`src/rtl/reg_bus_master.sv`:
```
// Register-bus initiator: a byte-wide command stream becomes reg_* bursts; read bytes return on a byte-wide response stream.
// Optional macro REG_BUS_MASTER_WRACK_EN adds a one-byte 8'hA5 acknowledge after every write burst.
module reg_bus_master #(
  parameter int pBYTECNT_SIZE = 7,
  parameter int pREAD_LATENCY = 1
) (
  input  logic                     cwusb_clk,
  input  logic                     reset_n,
  input  logic [7:0]               cmd_data,
  input  logic                     cmd_valid,
  output logic                     cmd_ready,
  output logic [7:0]               rsp_data,
  output logic                     rsp_valid,
  input  logic                     rsp_ready,
  output logic [7:0]               reg_address,
  output logic [pBYTECNT_SIZE-1:0] reg_bytecnt,
  output logic [7:0]               write_data,
  input  logic [7:0]               read_data,
  output logic                     reg_read,
  output logic                     reg_write,
  output logic                     reg_addrvalid,
  output logic                     busy
);

  typedef enum logic [3:0] {
    IDLE,
    GET_ADDR,
    GET_LEN,
    SETUP,
    WR_DATA,
    RD_STROBE,
    RD_WAIT,
    RD_SEND,
    DONE
`ifdef REG_BUS_MASTER_WRACK_EN
    , WR_ACK
`endif
  } state_t;

  // Index of the RD_WAIT cycle on which read_data is valid (latency 1..4).
  localparam logic [1:0] WAIT_LAST = 2'(pREAD_LATENCY - 1);
`ifdef REG_BUS_MASTER_WRACK_EN
  localparam logic [7:0] WR_ACK_BYTE = 8'hA5;
`endif

  state_t                   state_q, state_d;
  logic                     is_write_q, is_write_d;
  logic [8:0]               remaining_q, remaining_d;
  logic [1:0]               wait_cnt_q, wait_cnt_d;
  logic [7:0]               address_d;
  logic [7:0]               write_data_d;
  logic [7:0]               rsp_data_d;
  logic [pBYTECNT_SIZE-1:0] bytecnt_d;
  logic                     cmd_ready_d;
  logic                     rsp_valid_d;
  logic                     reg_read_d;
  logic                     reg_write_d;
  logic                     addrvalid_d;
  logic                     busy_d;
  logic                     cmd_fire;

  assign cmd_fire = cmd_valid & cmd_ready;

  // NOTE: every signal written here is given a default first, so no latch can be inferred.
  always_comb begin
    state_d      = state_q;
    is_write_d   = is_write_q;
    remaining_d  = remaining_q;
    wait_cnt_d   = wait_cnt_q;
    address_d    = reg_address;
    write_data_d = write_data;
    rsp_data_d   = rsp_data;
    bytecnt_d    = reg_bytecnt;
    reg_write_d  = 1'b0;

    // A write strobe on the bus now ends at this edge, so the index moves between strobes.
    if (reg_write) begin
      bytecnt_d = reg_bytecnt + pBYTECNT_SIZE'(1);
    end

    case (state_q)
      IDLE: begin
        if (cmd_fire) begin
          is_write_d = cmd_data[7];
          state_d    = GET_ADDR;
        end
      end
      GET_ADDR: begin
        if (cmd_fire) begin
          address_d = cmd_data;
          state_d   = GET_LEN;
        end
      end
      GET_LEN: begin
        if (cmd_fire) begin
          remaining_d = (cmd_data == 8'd0) ? 9'd256 : {1'b0, cmd_data};
          bytecnt_d   = '0;
          state_d     = SETUP;
        end
      end
      SETUP: begin
        state_d = is_write_q ? WR_DATA : RD_STROBE;
      end
      WR_DATA: begin
        // remaining reaches zero on the last accept; the state lingers one
        // cycle so the final strobe still sees reg_addrvalid high.
        if (remaining_q == 9'd0) begin
`ifdef REG_BUS_MASTER_WRACK_EN
          rsp_data_d = WR_ACK_BYTE;
          state_d    = WR_ACK;
`else
          state_d    = DONE;
`endif
        end else if (cmd_fire) begin
          write_data_d = cmd_data;
          reg_write_d  = 1'b1;
          remaining_d  = remaining_q - 9'd1;
        end
      end
      RD_STROBE: begin
        wait_cnt_d = 2'd0;
        state_d    = RD_WAIT;
      end
      RD_WAIT: begin
        if (wait_cnt_q == WAIT_LAST) begin
          rsp_data_d = read_data;
          state_d    = RD_SEND;
        end else begin
          wait_cnt_d = wait_cnt_q + 2'd1;
        end
      end
      RD_SEND: begin
        if (rsp_ready) begin
          remaining_d = remaining_q - 9'd1;
          bytecnt_d   = reg_bytecnt + pBYTECNT_SIZE'(1);
          state_d     = (remaining_q == 9'd1) ? DONE : RD_STROBE;
        end
      end
`ifdef REG_BUS_MASTER_WRACK_EN
      WR_ACK: begin
        if (rsp_ready) begin
          state_d = DONE;
        end
      end
`endif
      DONE: begin
        state_d = IDLE;
      end
      default: begin
        state_d = IDLE;
      end
    endcase

    // Outputs are decoded from the next state and registered, so they line up with the state and cannot glitch.
    cmd_ready_d = (state_d == IDLE) || (state_d == GET_ADDR) || (state_d == GET_LEN) ||
                  ((state_d == WR_DATA) && (remaining_d != 9'd0));
    reg_read_d  = (state_d == RD_STROBE);
    rsp_valid_d = (state_d == RD_SEND);
    addrvalid_d = (state_d == SETUP) || (state_d == WR_DATA) || (state_d == RD_STROBE) ||
                  (state_d == RD_WAIT) || (state_d == RD_SEND);
`ifdef REG_BUS_MASTER_WRACK_EN
    rsp_valid_d = rsp_valid_d || (state_d == WR_ACK);
    addrvalid_d = addrvalid_d || (state_d == WR_ACK);
`endif
    busy_d      = (state_d != IDLE);
  end

  // NOTE: sequential state uses non-blocking assignments only, and every flop is reset.
  always_ff @(posedge cwusb_clk or negedge reset_n) begin
    if (!reset_n) begin
      state_q       <= IDLE;
      is_write_q    <= 1'b0;
      remaining_q   <= '0;
      wait_cnt_q    <= '0;
      reg_address   <= '0;
      reg_bytecnt   <= '0;
      write_data    <= '0;
      rsp_data      <= '0;
      cmd_ready     <= 1'b0;
      rsp_valid     <= 1'b0;
      reg_read      <= 1'b0;
      reg_write     <= 1'b0;
      reg_addrvalid <= 1'b0;
      busy          <= 1'b0;
    end else begin
      state_q       <= state_d;
      is_write_q    <= is_write_d;
      remaining_q   <= remaining_d;
      wait_cnt_q    <= wait_cnt_d;
      reg_address   <= address_d;
      reg_bytecnt   <= bytecnt_d;
      write_data    <= write_data_d;
      rsp_data      <= rsp_data_d;
      cmd_ready     <= cmd_ready_d;
      rsp_valid     <= rsp_valid_d;
      reg_read      <= reg_read_d;
      reg_write     <= reg_write_d;
      reg_addrvalid <= addrvalid_d;
      busy          <= busy_d;
    end
  end

endmodule

```
`config.mk`:
```
export PLATFORM = sky130hd
export DESIGN_NAME = reg_bus_master
export DESIGN_NICKNAME = d
export VERILOG_FILES = /design/src/rtl/reg_bus_master.sv
export SDC_FILE = /design/constraint.sdc
export NUM_CORES = 1
export LEC_CHECK = 0
export BUFFER_PORTS_ARGS = -buffer_cell sky130_fd_sc_hd__buf_2
export CORE_UTILIZATION = 50
export CTS_CLUSTER_SIZE = 10
export DETAILED_ROUTE_END_ITERATION = 16
export PLACE_DENSITY = 0.77
export RECOVER_POWER = 100
export SLEW_MARGIN = 30
export SYNTH_ARGS = -nofsm -noshare
export SYNTH_HDL_FRONTEND = slang
export SYNTH_SLANG_ARGS = --single-unit
```
`constraint.sdc`:
```
create_clock -name cwusb_clk -period 7.9 [get_ports cwusb_clk]
set_clock_uncertainty 0.05 [all_clocks]
set_input_delay 0.395 -clock cwusb_clk [delete_from_list [all_inputs] [get_ports cwusb_clk]]
set_output_delay 0.395 -clock cwusb_clk [all_outputs]
set_load 0.03 [all_outputs]
```
# After elaboration in Yosys (flattened, before gate mapping)
# Cells that the tools add are included.
# Widths: inputs -> output; s select.
totals:
  reg_bits: 53
  output_inout_bits: 37
  word_cells: 80
classes:
  add_sub_neg: 3
  n_eq_ne: 16
  muxes: 24
  bitwise: 2
  n_reduce_logical: 21
op_table:
  columns: ["operator", "n"]
  rows:
  - ["$mux 9", 5]
  - ["$eq 4x3->1 const B", 8]
  - ["$pmux 4 s8", 1]
  - ["$mux 4", 7]
  - ["$pmux 9 s3", 1]
  - ["$mux 7", 3]
  - ["$eq 4x2->1 const B", 4]
  - ["$pmux 7 s2", 1]
  - ["$eq 9x1->1 const B", 1]
  - ["$logic_not 9->1", 1]
  - ["$reduce_bool 9->1", 1]
  - ["$sub 9x1->9 const B", 1]
  - ["$eq 4x1->1 const B", 2]
  - ["$logic_not 4->1", 2]
  - ["$logic_not 8->1", 1]
  - ["$reduce_and 2->1", 4]
  - ["$add 7x1->7 const B", 1]
  - ["$logic_or 1x1->1", 7]
  - ["$mux 1", 4]
  - ["$pmux 2 s2", 1]
  - ["$reduce_bool 4->1", 1]
  - ["$reduce_and 3->1", 1]
  - ["$add 2x1->2 const B", 1]
  - ["$logic_not 2->1", 1]
  - ["6 further kinds", 6]

# Depth between registers and ports, before layout
depth:
  ltp_word: 9
  ltp_mapped: 10
  mapped_depth_nobuf: 9

# Least setup slack after synthesis
# Ideal clock, no wire load.
synth_path:
  kind: "reg-to-reg"
  startpoint: "reg remaining_q[3]"
  endpoint: "reg cmd_ready"
  arrival_ns: 2.454
  t_required_ns: 7.713
  path_slack_ns: 5.259
  stages_incl_launch_ff: 10
  n_path_buf: 2
  synth_period_minus_slack_ns: 2.641
  path_cell_list: "dfrtp_1 > buf_6 > or4_4 > or4b_4 > buf_6 > a21oi_4 > nor2_2 > a221o_1 > nor4_1 > a31oi_1"
synth_between:
  word_cells_on_any_way: 21
  cone_classes: "add/sub: 1; eq/ne: 4; mux: 9; reduce/logical: 7"
synth_rtl:
  columns: ["item", "line_no", "text"]
  rows:
  - ["start: declaration", "48", "logic [8:0] remaining_q, remaining_d;"]
  - ["start signal: assignment", "188", "remaining_q <= remaining_d;"]
  - ["$logic_not 9->1", "107", "if (remaining_q == 9'd0) begin"]
  - ["$mux 9", "107", null]
  - ["$pmux 9 s3", "81", "case (state_q)"]
  - ["via remaining_d[0]", "48", null]
  - ["$reduce_bool 9->1", "156", "((state_d == WR_DATA) && (remaining_d != 9'd0));"]
  - ["$logic_and 1x1->1", "156", null]
  - ["$logic_or 1x1->1", "155", "cmd_ready_d = (state_d == IDLE) || (state_d == GET_ADDR) || (state_d == GET_LEN) ||"]
  - ["via cmd_ready_d", "54", "logic cmd_ready_d;"]
  - ["end signal: assignment", "194", "cmd_ready <= cmd_ready_d;"]
  - ["end: declaration", "11", "output logic cmd_ready,"]
# The timed path passes the listed nets, and every way through them passes these cells.
# A chain may end at the register's enable or synchronous reset.

# Final worst setup path
layout_path:
  startpoint: "reg state_q[2]"
  endpoint: "reg cmd_ready"
layout_between:
  word_cells_on_any_way: 25
  cone_classes: "eq/ne: 10; mux: 8; reduce/logical: 7"
layout_rtl:
  columns: ["item", "line_no", "text"]
  rows:
  - ["start: declaration", "46", "state_t state_q, state_d;"]
  - ["start signal: assignment", "186", "state_q <= state_d;"]
  - ["$eq 4x3->1 / $eq 4x2->1 (equally long branches)", "81", null]
  - ["$pmux 9 s3 (*)", "81", null]
  - ["via remaining_d[6]", "48", null]
  - ["$reduce_bool 9->1 (*)", "156", null]
  - ["$logic_and 1x1->1 (*)", "156", null]
  - ["$logic_or 1x1->1 (*)", "155", null]
  - ["via cmd_ready_d", "54", null]
# The timed path passes the listed nets; every way through them passes the cells marked *.

==> impl_metrics.ini <==
[worst_setup_path]
timing.rr.start = state_q[2]
reg2reg_to = cmd_ready
required_ns = 8.04
endpoint_kind = flop
worstSetupStartpointType = flop
rr_worst_depth = 8
crit_type = reg -> reg
crit_fanout = 14
ff2ff_setup_slack_ns = 4.58
cp.arrival_ns = 3.46
crit_start = state_q[2]
endpoint = cmd_ready

[job]
maxCapViolations = 1

[synth]
netlist_top_cells_area = dfrtp_1 (51%), mux2_2 (11%), nand2_1 (2.3%)
synth_area_per_cell_um2 = 10.9
synth_edf_count = 0
synth_top_family_by_area = simple AND/OR/NAND/NOR gates
yosysTopAreaCell = dfrtp_1
async_reset_ff_frac = 1.00
syn_nets = 266
netlist_instances = 242
synth-seq-area-share = 0.505
synth_xor_area_frac = 0.0167
synth_warnings = 0
synth_area_um2 = 2630
synth_top_area_frac = 0.505
synth-compound-area-share = 0.134
synth_mux_area_frac = 0.115
synth-seq-cells = 53
synthDistinctLibCells = 51
synthAdderAreaFrac = 0.0191
synth-simple-area-share = 0.172
synthFlopType = dfrtp_1

[floorplan]
core_area_um2 = 5070
dieWidth_um = 74.5
start_util = 0.518
num_rows = 26
die_h_um = 74.5
dieArea_um2 = 5550
pin_count = 57

[worst_hold_path]
hold_path.class = in -> reg
min_from = read_data[4]
whs_path_depth = 2

[finish]
mostFrequentLayoutCells = dfrtp_1 (53), clkbuf_1 (39), mux2_2 (26)
mostFrequentLayoutCell = dfrtp_1
diodes = 0
nets = 323
areaGrowthSynthToFinish_pct = 14.4
layout-drive-gt1-share = 0.197

[outcome]
status = complete, but fails checks
violations = capacitance limit, slew limit

[clock_network]
cts_tree = built
cts_made_buffers = 5
hold_buffers = 0
cts_setup_buffers = 0
cts-resized-gates = 0
htreeDepth = 2
clk_path_buf_depth = 2
cts_root_buffer = clkbuf_8
clock-sinks = 53
cts.clk_slew.worst_paths_ns = 0.09
clock_latency_ns = 0.31

[route]
top_layer = met4
drc_errors = 0
ant_nets = 0
firstDrtPassIters = 4
drtIter0Drc = 125
wl_met2_um = 2740
wl_met3_um = 232
vias = 2097
met1Wirelength_um = 2630
via_per_inst = 5.67
wl_per_cell_um = 15.4
wirelength_um = 5700

[timing]
setup_violations = 0
fmax_mhz = 301
worst_slew_pin_slew_ns = 2.81
finalCritPeriodShare = 0.421
finalHoldViolCount = 0
setup_tns_ns = 0
worst_hold_slack_ns = 0.263
rsz0062_at_grt = no
report.final.slew_viol_count = 54
max_slew_margin = -0.872
final.min_clock_period_ns = 3.32

[grt]
grt_pass1_wl_um = 9370
grt_pass1_vias = 1888
grt_max_degree = 54
antenna_found_initial = 0
grt_usage = 0.227
grt_overflow = 0

[power]
p_seq_frac = 0.387
switching_power_uw = 576
max-vdd-ir-drop_v = 0.000223
clkPwrFrac = 0.148
p_int_uw = 679
p_leak_nw = 1.28
power_density_nw_per_um2 = 418
p_comb_frac = 0.465
netSwitchingFraction = 0.459

[place]
dp_hpwl_um = 4040
io_buffers = 56
gp_congestion = 0.848
-- worst min-delay path by stage --
stage	endpoint	slack (ns)
3_3_place_gp	reg_bytecnt[6]	0.42
6_report	rsp_data[4]	0.26
4_1_cts	reg_bytecnt[2]	0.18
5_1_grt	rsp_data[4]	0.26
2_1_floorplan	busy	0.05
3_5_place_dp	reg_bytecnt[6]	0.42
-- stage by stage --
stage	setup slack [ns]	power, mW	std cells	area (µm²)	utilization
global route	4.34	1.34	370	3000	0.592
finish	4.58	1.25	370	3000	0.592
detailed placement	5.14	1.10	362	2960	0.584
CTS	5.13	1.29	370	3080	0.606
floorplan	5.26	0.938	242	2630	-
global placement	5.17	1.09	362	2960	0.584
-- routing by layer --
| metal | track usage | vias to the layer above |
|---|---|---|
| li1 | - | 999 |
| met1 | 0.320 | 1034 |
| met2 | 0.348 | 54 |
| met3 | 0.0515 | 10 |
| met4 | 0.0734 | 0 |
| met5 | 0 | - |
-- state kept, by name (all words and copies together) (netlist names) --
name	flops
reg_bytecnt	7
reg_addrvalid	1
write_data	8
reg_read	1
wait_cnt_q	2
reg_address	8
busy	1
reg_write	1
rsp_data	8
cmd_ready	1
remaining_q	9
state_q	4
is_write_q	1
rsp_valid	1
-- cell usage after synthesis, drive strengths merged (2+ instances only) --
library cell   n
buf            2
inv           14
o41ai          2
a221o          2
nand2         17
a31oi          2
nor4           8
a211oi         2
dfrtp         53
mux2          26
nand3          8
o22ai          3
nor3           6
and3           3
a21oi          8
clkbuf         6
xnor2          2
xor2           3
a22oi          6
nor2          15
nor2b          5
a32o           2
nand3b         3
o211ai         4
or2            3
nand2b         6
ha             4
o21ai         10
-- critical path: stages (launching register included) --
cell	delay, ns
dfrtp_1	0.60
nand2b_1	0.19
nor4_1	0.91
nand2_1	0.60
inv_1	0.21
o22ai_1	0.11
a221o_1	0.34
nor2_1	0.11
a31oi_1	0.09
-- power by group through the flow --
stage / clock (mW) / sequential (mW) / combinational [mW]
after detailed placement: 0 / 0.489 / 0.615
after floorplan: 0 / 0.623 / 0.315
final: 0.185 / 0.486 / 0.584
after CTS: 0.189 / 0.483 / 0.618
after global routing: 0.196 / 0.505 / 0.641
after global placement: 0 / 0.483 / 0.603
-- cells by family after synthesis --
kind of cell | count (synthesis)
compound gates | 49
xor+xnor | 5
fa+ha+maj | 4
buf+inv | 22
flops | 53
mux | 27
simple gates | 82
-- final cells by class --
cell class                      count  area (µm²)
Fill cell                         485        2070
Clock inverter                      2        38.8
Sequential cell                    53        1330
Timing Repair Buffer               58         245
Clock buffer                        6        72.6
Tap cell                           70        87.6
Inverter                           14        52.6
Multi-Input combinational cell    167        1180
(Power assumes the default switching activity.)
